==> config.mk <==
export PLATFORM = sky130hd
export DESIGN_NAME = upg_mem_scheduler
export DESIGN_NICKNAME = d
export VERILOG_FILES = /design/src/rtl/upg_mem_scheduler.sv
export SDC_FILE = /design/constraint.sdc
export NUM_CORES = 1
export LEC_CHECK = 0
export CORE_ASPECT_RATIO = 0.7
export CORE_MARGIN = 4
export CORE_UTILIZATION = 45
export DETAILED_ROUTE_END_ITERATION = 6
export PLACE_DENSITY = 0.81
export SETUP_SLACK_MARGIN = 0.1
export SLEW_MARGIN = 10
export SYNTH_ARGS = -nofsm -noshare
export SYNTH_HDL_FRONTEND = slang
export SYNTH_SLANG_ARGS = --single-unit
==> constraint.sdc <==
create_clock -name iUpgClock -period 2.73 [get_ports iUpgClock]
set_clock_uncertainty 0.15 [all_clocks]
set_input_delay 0.819 -clock iUpgClock [delete_from_list [all_inputs] [get_ports iUpgClock]]
set_output_delay 0.819 -clock iUpgClock [all_outputs]
set_load 0.02 [all_outputs]
==> src/rtl/upg_mem_scheduler.sv <==
// upg_mem_scheduler: shares IM/DM write ports between the CPU and the UART program uploader.
// Optional running checksum of loaded words when UPG_CHECKSUM_EN is defined.
module upg_mem_scheduler #(
  parameter int IM_ADDR_W    = 14,
  parameter int DM_ADDR_W    = 14,
  parameter int IM_WORDS     = 16384,
  parameter int DM_WORDS     = 16384,
  parameter int IDLE_TIMEOUT = 100000
) (
  input  logic                 iUpgClock,
  input  logic                 iFpgaReset,
  input  logic                 iStartReceiveCoe,
  input  logic                 iRxByteValid,
  input  logic [7:0]           iRxByte,
  input  logic                 iCpuDoMemWrite,
  input  logic [DM_ADDR_W-1:0] iCpuDmAddress,
  input  logic [31:0]          iCpuDataToStore,
  output logic                 oCpuReset,
  output logic                 oLoading,
  output logic                 oImWriteEnable,
  output logic [IM_ADDR_W-1:0] oImAddress,
  output logic [31:0]          oImWriteData,
  output logic                 oDmWriteEnable,
  output logic [DM_ADDR_W-1:0] oDmAddress,
  output logic [31:0]          oDmWriteData,
  output logic                 oLoadDone,
  output logic                 oLoadError,
  output logic [31:0]          oChecksum
);
  localparam int TW = $clog2(IDLE_TIMEOUT + 1);
  localparam logic [IM_ADDR_W-1:0] IM_LAST = IM_ADDR_W'(IM_WORDS - 1);
  localparam logic [DM_ADDR_W-1:0] DM_LAST = DM_ADDR_W'(DM_WORDS - 1);
  localparam logic [TW-1:0] TO_LAST = TW'(IDLE_TIMEOUT - 1);
  typedef enum logic [2:0] {IDLE, LOAD_IM, LOAD_DM, DONE, ERROR} state_t;
  state_t state, next;
  logic [1:0] byte_cnt;
  logic [23:0] acc;
  logic [31:0] wr_data;
  logic wr_pend, cpu_rst, load_err, loading, wr, expire, start;
  logic [IM_ADDR_W-1:0] im_addr;
  logic [DM_ADDR_W-1:0] dm_addr;
  logic [TW-1:0] to_cnt;
  assign loading = state == LOAD_IM || state == LOAD_DM;
  assign wr = loading && wr_pend;
  assign expire = loading && !iRxByteValid && to_cnt == TO_LAST;
  assign start = (state == IDLE || state == ERROR) && iStartReceiveCoe;
  always_comb begin
    next = state;
    case (state)
      IDLE:    next = iStartReceiveCoe ? LOAD_IM : IDLE;
      LOAD_IM: next = (wr && im_addr == IM_LAST) ? LOAD_DM : expire ? (byte_cnt == 2'd0 ? DONE : ERROR) : LOAD_IM;
      LOAD_DM: next = (wr && dm_addr == DM_LAST) ? DONE : expire ? (byte_cnt == 2'd0 ? DONE : ERROR) : LOAD_DM;
      DONE:    next = IDLE;
      ERROR:   next = iStartReceiveCoe ? LOAD_IM : ERROR;
      default: next = IDLE;
    endcase
  end
  always_ff @(posedge iUpgClock) begin
    if (iFpgaReset) begin
      state    <= IDLE;
      byte_cnt <= '0;
      acc      <= '0;
      wr_data  <= '0;
      wr_pend  <= 1'b0;
      im_addr  <= '0;
      dm_addr  <= '0;
      to_cnt   <= '0;
      cpu_rst  <= 1'b0;
      load_err <= 1'b0;
    end else begin
      state   <= next;
      cpu_rst <= next != IDLE;
      wr_pend <= loading && iRxByteValid && byte_cnt == 2'd3;
      if (start) begin
        byte_cnt <= '0;
        acc      <= '0;
        im_addr  <= '0;
        dm_addr  <= '0;
        to_cnt   <= '0;
        load_err <= 1'b0;
      end else if (loading) begin
        to_cnt <= iRxByteValid ? '0 : to_cnt + 1'b1;
        if (iRxByteValid) begin
          byte_cnt <= byte_cnt + 1'b1;
          acc      <= {iRxByte, acc[23:8]};
          if (byte_cnt == 2'd3) wr_data <= {iRxByte, acc};
        end
        if (wr && state == LOAD_IM) im_addr <= im_addr + 1'b1;
        if (wr && state == LOAD_DM) dm_addr <= dm_addr + 1'b1;
        if (next == ERROR) load_err <= 1'b1;
      end
    end
  end
`ifdef UPG_CHECKSUM_EN
  logic [31:0] chk;
  always_ff @(posedge iUpgClock) begin
    if (iFpgaReset) chk <= '0;
    else if (start) chk <= '0;
    else if (wr) chk <= chk + wr_data;
  end
  assign oChecksum = chk;
`else
  assign oChecksum = '0;
`endif
  // CPU reset is forced while the board reset is asserted, then follows the registered state
  assign oCpuReset      = cpu_rst | iFpgaReset;
  assign oLoading       = loading;
  assign oImWriteEnable = wr && state == LOAD_IM;
  assign oImAddress     = im_addr;
  assign oImWriteData   = wr_data;
  assign oDmWriteEnable = state == IDLE ? iCpuDoMemWrite : wr && state == LOAD_DM;
  assign oDmAddress     = state == IDLE ? iCpuDmAddress : dm_addr;
  assign oDmWriteData   = state == IDLE ? iCpuDataToStore : wr_data;
  assign oLoadDone      = state == DONE;
  assign oLoadError     = load_err;
endmodule
==> flow_metrics.env, run 1 <==
export IMPL_pwr_density_cell_nw_per_um2=507.3
export IMPL_timing_max_transition_violations_final=0
export IMPL_htreeDepth=3
export IMPL_port_buffer_count=156
export IMPL_die_outline_area_sq_um=13300
export IMPL_die_w_microns=136.1
export IMPL_initial_utilization=0.4647
export IMPL_worstPathRequired_ps=1760
export IMPL_worst_ep_arrival_time_ps=1690
export IMPL_synth_edff_count=0
export IMPL_worstSetupEndpointType="primary output"
export IMPL_ant_nets=0
export IMPL_synth_flop_cell="sky130_fd_sc_hd__dfxtp_1"
export IMPL_ir_drop_mv=0.3538
export IMPL_place_detailed_instances=912
export IMPL_antennaDiodeCount=0
export IMPL_tritoncts="done"
export IMPL_setup_viol=0
export IMPL_cts_root_buf="sky130_fd_sc_hd__clkbuf_16"
export IMPL_final_common_cell="sky130_fd_sc_hd__nand2_1"
export IMPL_ys_top_cells_by_area="sky130_fd_sc_hd__dfxtp_1 (42%), sky130_fd_sc_hd__nand2_1 (10%), sky130_fd_sc_hd__mux2_2 (10%)"
export IMPL_drive_gt1_frac=0.1952
export IMPL_place_gp_congestion=0.8483
export IMPL_nNetsFinal=843
export IMPL_maxSlewHeadroom=0.5543
export IMPL_postSynthRegisterBits=109
export IMPL_grt_overflow=0
export IMPL_drt_drc_violations_left=0
export IMPL_grt_pass1_vias=4491
export IMPL_area_growth_syn_to_layout_pct=47.31
export IMPL_fillers=865
export IMPL_dp_hpwl_microns=10080
export IMPL_core_region_area_sq_um=11130
export IMPL_final_area_sq_um=7620
export IMPL_synth_top_area_share=0.4219
export IMPL_numCtsBuffers=9
export IMPL_detailed_route_wire_length_microns=14900
export IMPL_cts_path_max_buffers=2
export IMPL_count_of_vias_placed_by_the_detailed_router=4754
export IMPL_worstSkewPairLatency_ps=350
export IMPL_period_needed_ps=2662
export IMPL_commonest_non_fill_non_tap_cells_in_the_layout="sky130_fd_sc_hd__nand2_1 (141), sky130_fd_sc_hd__dfxtp_1 (107), sky130_fd_sc_hd__clkdlybuf4s50_1 (104), sky130_fd_sc_hd__a21oi_1 (67), sky130_fd_sc_hd__nor2_1 (57)"
export IMPL_start_kind="flip-flop"
export IMPL_finalHoldViolCount=0
export IMPL_number_of_synthesis_warnings=0
export IMPL_route_detailed_wl_per_inst_microns=15.90
export IMPL_timing_max_cap_violations=0
export IMPL_detail_route_first_pass_iterations=5
export IMPL_path_class="reg2out"
export IMPL_post_synth_top_area_cell="sky130_fd_sc_hd__dfxtp_1"
export IMPL_netlist_instances=618
export IMPL_num_io_pins=189
export IMPL_synth_area_sq_um=5172
export IMPL_layout_cells_non_filler=937
export IMPL_antenna_found_initial=0
export IMPL_syn_avg_cell_area_sq_um=8.370
export IMPL_yosys_cell_types_count=45
export IMPL_drtIter0Drc=238
export IMPL_worst_slew_pin_transition_ps=662.5
export IMPL_chipHeight_microns=97.70
export IMPL_grt_first_pass_wirelength_microns=22190
export IMPL_cell_rows=32
export IMPL_worst_hold_path_type="reg2reg"
export IMPL_final_min_period_over_clock_period=0.9749
export IMPL_post_cts_hold_buffer_count=0
export IMPL_grtUsageTotal=0.2041
export IMPL_numClockSinks=109
export IMPL_placedInstanceArea_sq_um=6823
export IMPL_async_reset_ff_frac=0
export IMPL_run_status="complete, no violations"
export IMPL_cp_max_fo=5
export IMPL_clk_pin_slew_worst_paths_ps=70
export IMPL_rsz0062_at_grt="true"
export IMPL_achievable_frequency_ghz=0.3757
export IMPL_synth_sequential_area_ratio=0.4219
export IMPL_finalCoreUtilization=0.6846
export IMPL_leakage_nw=2.952
export IMPL_via_per_inst=5.074
export IMPL_grt_start_max_net_pins=36
-- stage by stage --
stage                     power, mW  setup WS [ps]  hold WS [ps]  setup TNS, ps
after global routing          3.990          16.37         324.0              0
after floorplan               1.949          191.1         282.1              0
after global placement        2.145         -303.2         294.7         -12000
after CTS                     3.782          46.95         308.0              0
after detailed placement      2.153         -313.5         298.0         -12410
final                         3.866          68.41         307.5              0
-- worst paths after layout --
path                                          start                      endpoint  slack, ps  depth (start not counted)
worst min-delay path            acc[0]$_SDFFE_PP0P_  oImWriteData[0]$_SDFFE_PP0P_        310                          2
worst min register to register  acc[0]$_SDFFE_PP0P_  oImWriteData[0]$_SDFFE_PP0P_        310                          2
worst max-delay path            state[2]$_SDFF_PP0_              oDmWriteData[28]         70                          5
worst max register to register  state[1]$_SDFF_PP0_            cpu_rst$_SDFF_PP0_        380                          9
-- metal layers --
layer	wire length [microns]	vias to the layer above	GRT usage
met1	6499	2244	0.2720
li1	-	2312	-
met2	7027	181	0.3283
met4	130	0	0.04183
met3	1245	17	0.06263
met5	0	-	0
-- what timing repair did --
item	CTS	global route
setup buffers	2	1
endpoints found under the setup margin	51	50
hold endpoints to repair	0	0
resized for setup	256	100
cloned	3	3
pin swaps	1	1
-- report_power, final --
group / switching, mW / leakage (nW) / internal [mW] / total (mW)
logic: 0.307 / 1.89 / 0.338 / 0.645
registers: 0.00657 / 0.879 / 1.60 / 1.60
clock network: 0.575 / 0.186 / 1.04 / 1.62
-- kinds of logic after synthesis --
| kind of cell | share of synthesized area |
|---|---|
| muxes | 0.1021 |
| and+or+nand+nor | 0.2308 |
| other | 0.0007250 |
| DFF | 0.4219 |
| xor gates and xnor gates | 0.06918 |
| AOI/OAI and AO/OA | 0.08079 |
| buffers and inverters | 0.08249 |
| adders and majority gates | 0.01209 |
-- area by class of cell --
| type | instances | area (sq um) | share of cell area |
|---|---|---|---|
| clock buffers | 11 | 252.7 | 0.03317 |
| clock inverters | 5 | 128.9 | 0.01691 |
| flip-flops and latches | 109 | 2185 | 0.2867 |
| inverters | 6 | 25.02 | 0.003284 |
| well taps | 153 | 191.4 | 0.02512 |
| repair buffers | 185 | 1981 | 0.2599 |
| multi-input cells | 468 | 2856 | 0.3749 |
-- registers in the layout, summed over array words and instances (netlist names) --
signal,flops
oImWriteData,32
acc,24
to_cnt,17
dm_addr,14
oImAddress,14
state,3
byte_cnt,2
cpu_rst,1
oLoadError,1
wr_pend,1
-- cells in the mapped netlist, types with 2 or more instances --
master and n:
sky130_fd_sc_hd__nand4_1 10, sky130_fd_sc_hd__dfxtp_1 109, sky130_fd_sc_hd__and3_1 3, sky130_fd_sc_hd__a21oi_1 67, sky130_fd_sc_hd__nand3_1 15, sky130_fd_sc_hd__nor4_1 2
sky130_fd_sc_hd__xor2_1 24, sky130_fd_sc_hd__nand2b_1 3, sky130_fd_sc_hd__clkbuf_1 16, sky130_fd_sc_hd__nor3_1 8, sky130_fd_sc_hd__o21ai_0 3, sky130_fd_sc_hd__mux2_2 46
sky130_fd_sc_hd__nand2_1 141, sky130_fd_sc_hd__buf_4 34, sky130_fd_sc_hd__buf_2 15, sky130_fd_sc_hd__or3_1 5, sky130_fd_sc_hd__xnor2_1 15, sky130_fd_sc_hd__and2_1 3
sky130_fd_sc_hd__inv_1 5, sky130_fd_sc_hd__nor2_1 57, sky130_fd_sc_hd__ha_1 5, sky130_fd_sc_hd__and4_1 7, sky130_fd_sc_hd__a31oi_1 2, sky130_fd_sc_hd__o31ai_1 2
-- critical path, cell delays in order (launching register included) --
cell and delay [ps]:
sky130_fd_sc_hd__dfxtp_2 330, sky130_fd_sc_hd__nor3_4 210, sky130_fd_sc_hd__buf_6 190, sky130_fd_sc_hd__clkbuf_16 170, sky130_fd_sc_hd__mux2_4 310, sky130_fd_sc_hd__buf_6 130
Note: power is estimated with default switching activity, not from simulation.
==> run 2: changes to the inputs <==
ABC_AREA = 1   (was unset)
CAP_MARGIN = 15   (was unset)
PLACE_DENSITY = 0.8   (was 0.81)
TNS_END_PERCENT = 5   (was unset)
==> run 2 against run 1 <==
- fmax is 0.41% lower
- total power is 7.2% lower
- die area is 3.1% higher
- synthesized cell count is 26% higher
- global-route usage is 1.3 points higher
- critical path type is now in2out
- critical endpoint is now oDmWriteData[21]
- largest power group is now sequential cells
==> flow_metrics.env, run 2 <==
export IMPL_drive_gt1_frac=0.1271
export IMPL_final_common_cell="sky130_fd_sc_hd__nor2_1"
export IMPL_final_area_sq_um=7286
export IMPL_post_synth_top_area_cell="sky130_fd_sc_hd__dfxtp_1"
export IMPL_postSynthRegisterBits=109
export IMPL_r2r_slack_ps=630
export IMPL_yosys_cell_types_count=32
export IMPL_startpoint_of_the_lowest_slack_register_to_register_path="state[1]$_SDFF_PP0_"
export IMPL_detail_route_first_pass_iterations=5
export IMPL_worstPathRequired_ps=1760
export IMPL_netlist_instances=777
export IMPL_ys_top_cells_by_area="sky130_fd_sc_hd__dfxtp_1 (41%), sky130_fd_sc_hd__a21oi_1 (11%), sky130_fd_sc_hd__nor2_1 (9.8%)"
export IMPL_pwr_density_cell_nw_per_um2=492.2
export IMPL_timing_max_cap_violations=0
export IMPL_synth_flop_cell="sky130_fd_sc_hd__dfxtp_1"
export IMPL_critical_path_cell_by_cell="clkdlybuf4s50_1 > nor2_1 > a21oi_1 > clkdlybuf4s15_2"
export IMPL_number_of_synthesis_warnings=0
export IMPL_clk_pin_slew_worst_paths_ps=70
export IMPL_grt_overflow=0
export IMPL_cts_path_max_buffers=2
export IMPL_detailed_route_wire_length_microns=15220
export IMPL_worst_ep_arrival_time_ps=1700
export IMPL_commonest_non_fill_non_tap_cells_in_the_layout="sky130_fd_sc_hd__nor2_1 (140), sky130_fd_sc_hd__a21oi_1 (112), sky130_fd_sc_hd__dfxtp_1 (107), sky130_fd_sc_hd__clkdlybuf4s50_1 (105), sky130_fd_sc_hd__inv_1 (94)"
export IMPL_port_buffer_count=156
export IMPL_synth_simple_gate_area_frac=0.2356
export IMPL_cp_slowest_cell="sky130_fd_sc_hd__clkdlybuf4s50_1"
export IMPL_hold_path_depth=2
export IMPL_synth_common_cells="sky130_fd_sc_hd__nor2_1 (140), sky130_fd_sc_hd__a21oi_1 (113), sky130_fd_sc_hd__dfxtp_1 (109), sky130_fd_sc_hd__inv_1 (94), sky130_fd_sc_hd__nand2_1 (88)"
export IMPL_worstSkewPairLatency_ps=350
export IMPL_grt_start_max_net_pins=55
export IMPL_grtUsageTotal=0.2171
export IMPL_synth_sequential_area_ratio=0.4084
export IMPL_area_growth_syn_to_layout_pct=36.37
export IMPL_num_io_pins=189
export IMPL_die_w_microns=138.2
export IMPL_htreeDepth=3
export IMPL_core_region_area_sq_um=11290
export IMPL_placedInstanceArea_sq_um=6999
export IMPL_cell_rows=32
export IMPL_achievable_frequency_ghz=0.3742
export IMPL_initial_utilization=0.4732
export IMPL_synth_edff_count=0
export IMPL_count_of_vias_placed_by_the_detailed_router=5478
export IMPL_nNetsFinal=1003
export IMPL_drtIter0Drc=368
export IMPL_run_status="complete, no violations"
export IMPL_ant_nets=0
export IMPL_worst_hold_path_type="reg2reg"
export IMPL_chipHeight_microns=99.17
export IMPL_fillers=1025
export IMPL_via_per_inst=4.994
export IMPL_post_synthesis_compound_gate_area_fraction=0.1890
export IMPL_path_class="in2out"
export IMPL_dp_hpwl_microns=10950
export IMPL_cts_root_buf="sky130_fd_sc_hd__clkbuf_16"
export IMPL_numCtsBuffers=9
export IMPL_worst_hold_path_endpoint="oImWriteData[1]$_SDFFE_PP0P_"
export IMPL_post_synth_mux_area_share=0.006323
export IMPL_setup_viol=0
export IMPL_syn_avg_cell_area_sq_um=6.876
export IMPL_period_needed_ps=2673
export IMPL_worst_r2r_cell_count=11
export IMPL_synth_top_area_share=0.4084
export IMPL_finalHoldViolCount=0
export IMPL_final_min_period_over_clock_period=0.9790
export IMPL_post_synth_top_count_cell="sky130_fd_sc_hd__nor2_1"
export IMPL_worst_path_largest_cell_delay_ps=460
export IMPL_worstSetupEndpointType="primary output"
export IMPL_die_outline_area_sq_um=13710
export IMPL_drt_drc_violations_left=0
export IMPL_tritoncts="done"
export IMPL_finalPower_mw=3.586
export IMPL_synth_fa_ha_area_frac=0.01171
export IMPL_antenna_found_initial=0
export IMPL_grt_pass1_vias=4956
export IMPL_cp_max_fo=1
export IMPL_antennaDiodeCount=0
export IMPL_start_kind="primary input"
export IMPL_synth_area_sq_um=5343
export IMPL_post_cts_hold_buffer_count=0
export IMPL_crit_reg2reg_capture="oImWriteData[3]$_SDFFE_PP0P_"
export IMPL_leakage_nw=2.941
export IMPL_place_gp_congestion=0.8650
export IMPL_numClockSinks=109
export IMPL_rsz0062_at_grt="true"
export IMPL_route_detailed_wl_per_inst_microns=13.87
export IMPL_hp_start="oImWriteData[1]$_SDFFE_PP0P_"
export IMPL_timing_max_transition_violations_final=0
export IMPL_async_reset_ff_frac=0
export IMPL_main_combinational_cell_family_by_area_after_synthesis="simple AND/OR/NAND/NOR gates"
export IMPL_synth_xor_xnor_area_share=0.004918
export IMPL_grt_first_pass_wirelength_microns=24470
export IMPL_ir_drop_mv=0.3314
export IMPL_largest_register_ff_count=32
run 2: cell count changes in the layout (fill, tap and decap cells not counted), sizes merged, moves of 43 or more:
| cell | before | now |
|---|---|---|
| o21ai | 3 | 83 |
| nor2 | 57 | 144 |
| a21oi | 67 | 113 |
| inv | 7 | 102 |
| nand2 | 142 | 89 |
| mux2 | 46 | 3 |
run 2: area by class of cell:
| class | instances | area [sq um] | area share |
|---|---|---|---|
| clock inverters | 6 | 68.82 | 0.009445 |
| flip-flops and latches | 109 | 2185 | 0.2998 |
| clock buffers | 10 | 239.0 | 0.03280 |
| repair buffers | 183 | 1685 | 0.2313 |
| inverters | 100 | 375.4 | 0.05152 |
| well taps | 153 | 191.4 | 0.02628 |
| multi-input cells | 536 | 2541 | 0.3488 |
run 2: cell families after synthesis:
group,count (synthesis)
compound gates,200
xor+xnor,3
fa+ha+maj,5
buf+inv,163
flops,109
mux,3
other cells,1
simple gates,293
run 2: worst max-delay path by stage:
stage                        start          endpoint  depth (start not counted)  slack (ps)
2_1_floorplan  state[1]$_SDFF_PP0_    oDmAddress[11]                          5         130
3_3_place_gp   iCpuDataToStore[28]  oDmWriteData[28]                          4        -390
3_5_place_dp   iCpuDataToStore[28]  oDmWriteData[28]                          4        -390
4_1_cts        state[0]$_SDFF_PP0_     oDmAddress[0]                          6          20
5_1_grt        state[1]$_SDFF_PP0_  oDmWriteData[21]                          6           9
6_report       iCpuDataToStore[21]  oDmWriteData[21]                          4          60
run 2: layer usage:
| layer | vias to the layer above | wire length, microns | global-route usage |
|---|---|---|---|
| met5 | - | 0 | 0 |
| met4 | 0 | 325 | 0.07821 |
| met3 | 26 | 1206 | 0.06055 |
| met2 | 223 | 6545 | 0.3336 |
| met1 | 2457 | 7142 | 0.2947 |
| li1 | 2772 | - | - |
run 2: where the power goes:
part	internal [mW]	total [mW]	leakage, nW	switching (mW)
sequential	1.61	1.62	0.881	0.0145
combinational	0.260	0.620	1.91	0.360
clock	0.743	1.34	0.149	0.600
run 2: what timing repair did:
item                       4_1_cts  5_1_grt
gates cloned                     3        0
pin swaps                        2        1
gates resized for setup        197        4
setup endpoints to repair       51       29
buffers inserted                 6        0
hold endpoints to repair         0        0
run 2: critical path, delay by kind of cell:
family / cells / cell delay (ps)
AO/OA/AOI/OAI: 1 / 110
buffers and inverters: 2 / 730
AND/OR/NAND/NOR: 1 / 40
run 2: through the flow:
stage / utilization / std cells / worst slack (ps) / hold slack (ps) / setup TNS (ps)
final: 0.6453 / 1097 / 57.44 / 319.7 / 0
after floorplan: - / 808 / 131.6 / 293.8 / 0
after CTS: 0.6461 / 1097 / 18.20 / 319.1 / 0
after global routing: 0.6453 / 1097 / 9.431 / 338.9 / 0
after global placement: 0.6199 / 1072 / -394.5 / 308.7 / -13580
after detailed placement: 0.6199 / 1072 / -392.2 / 308.4 / -13860
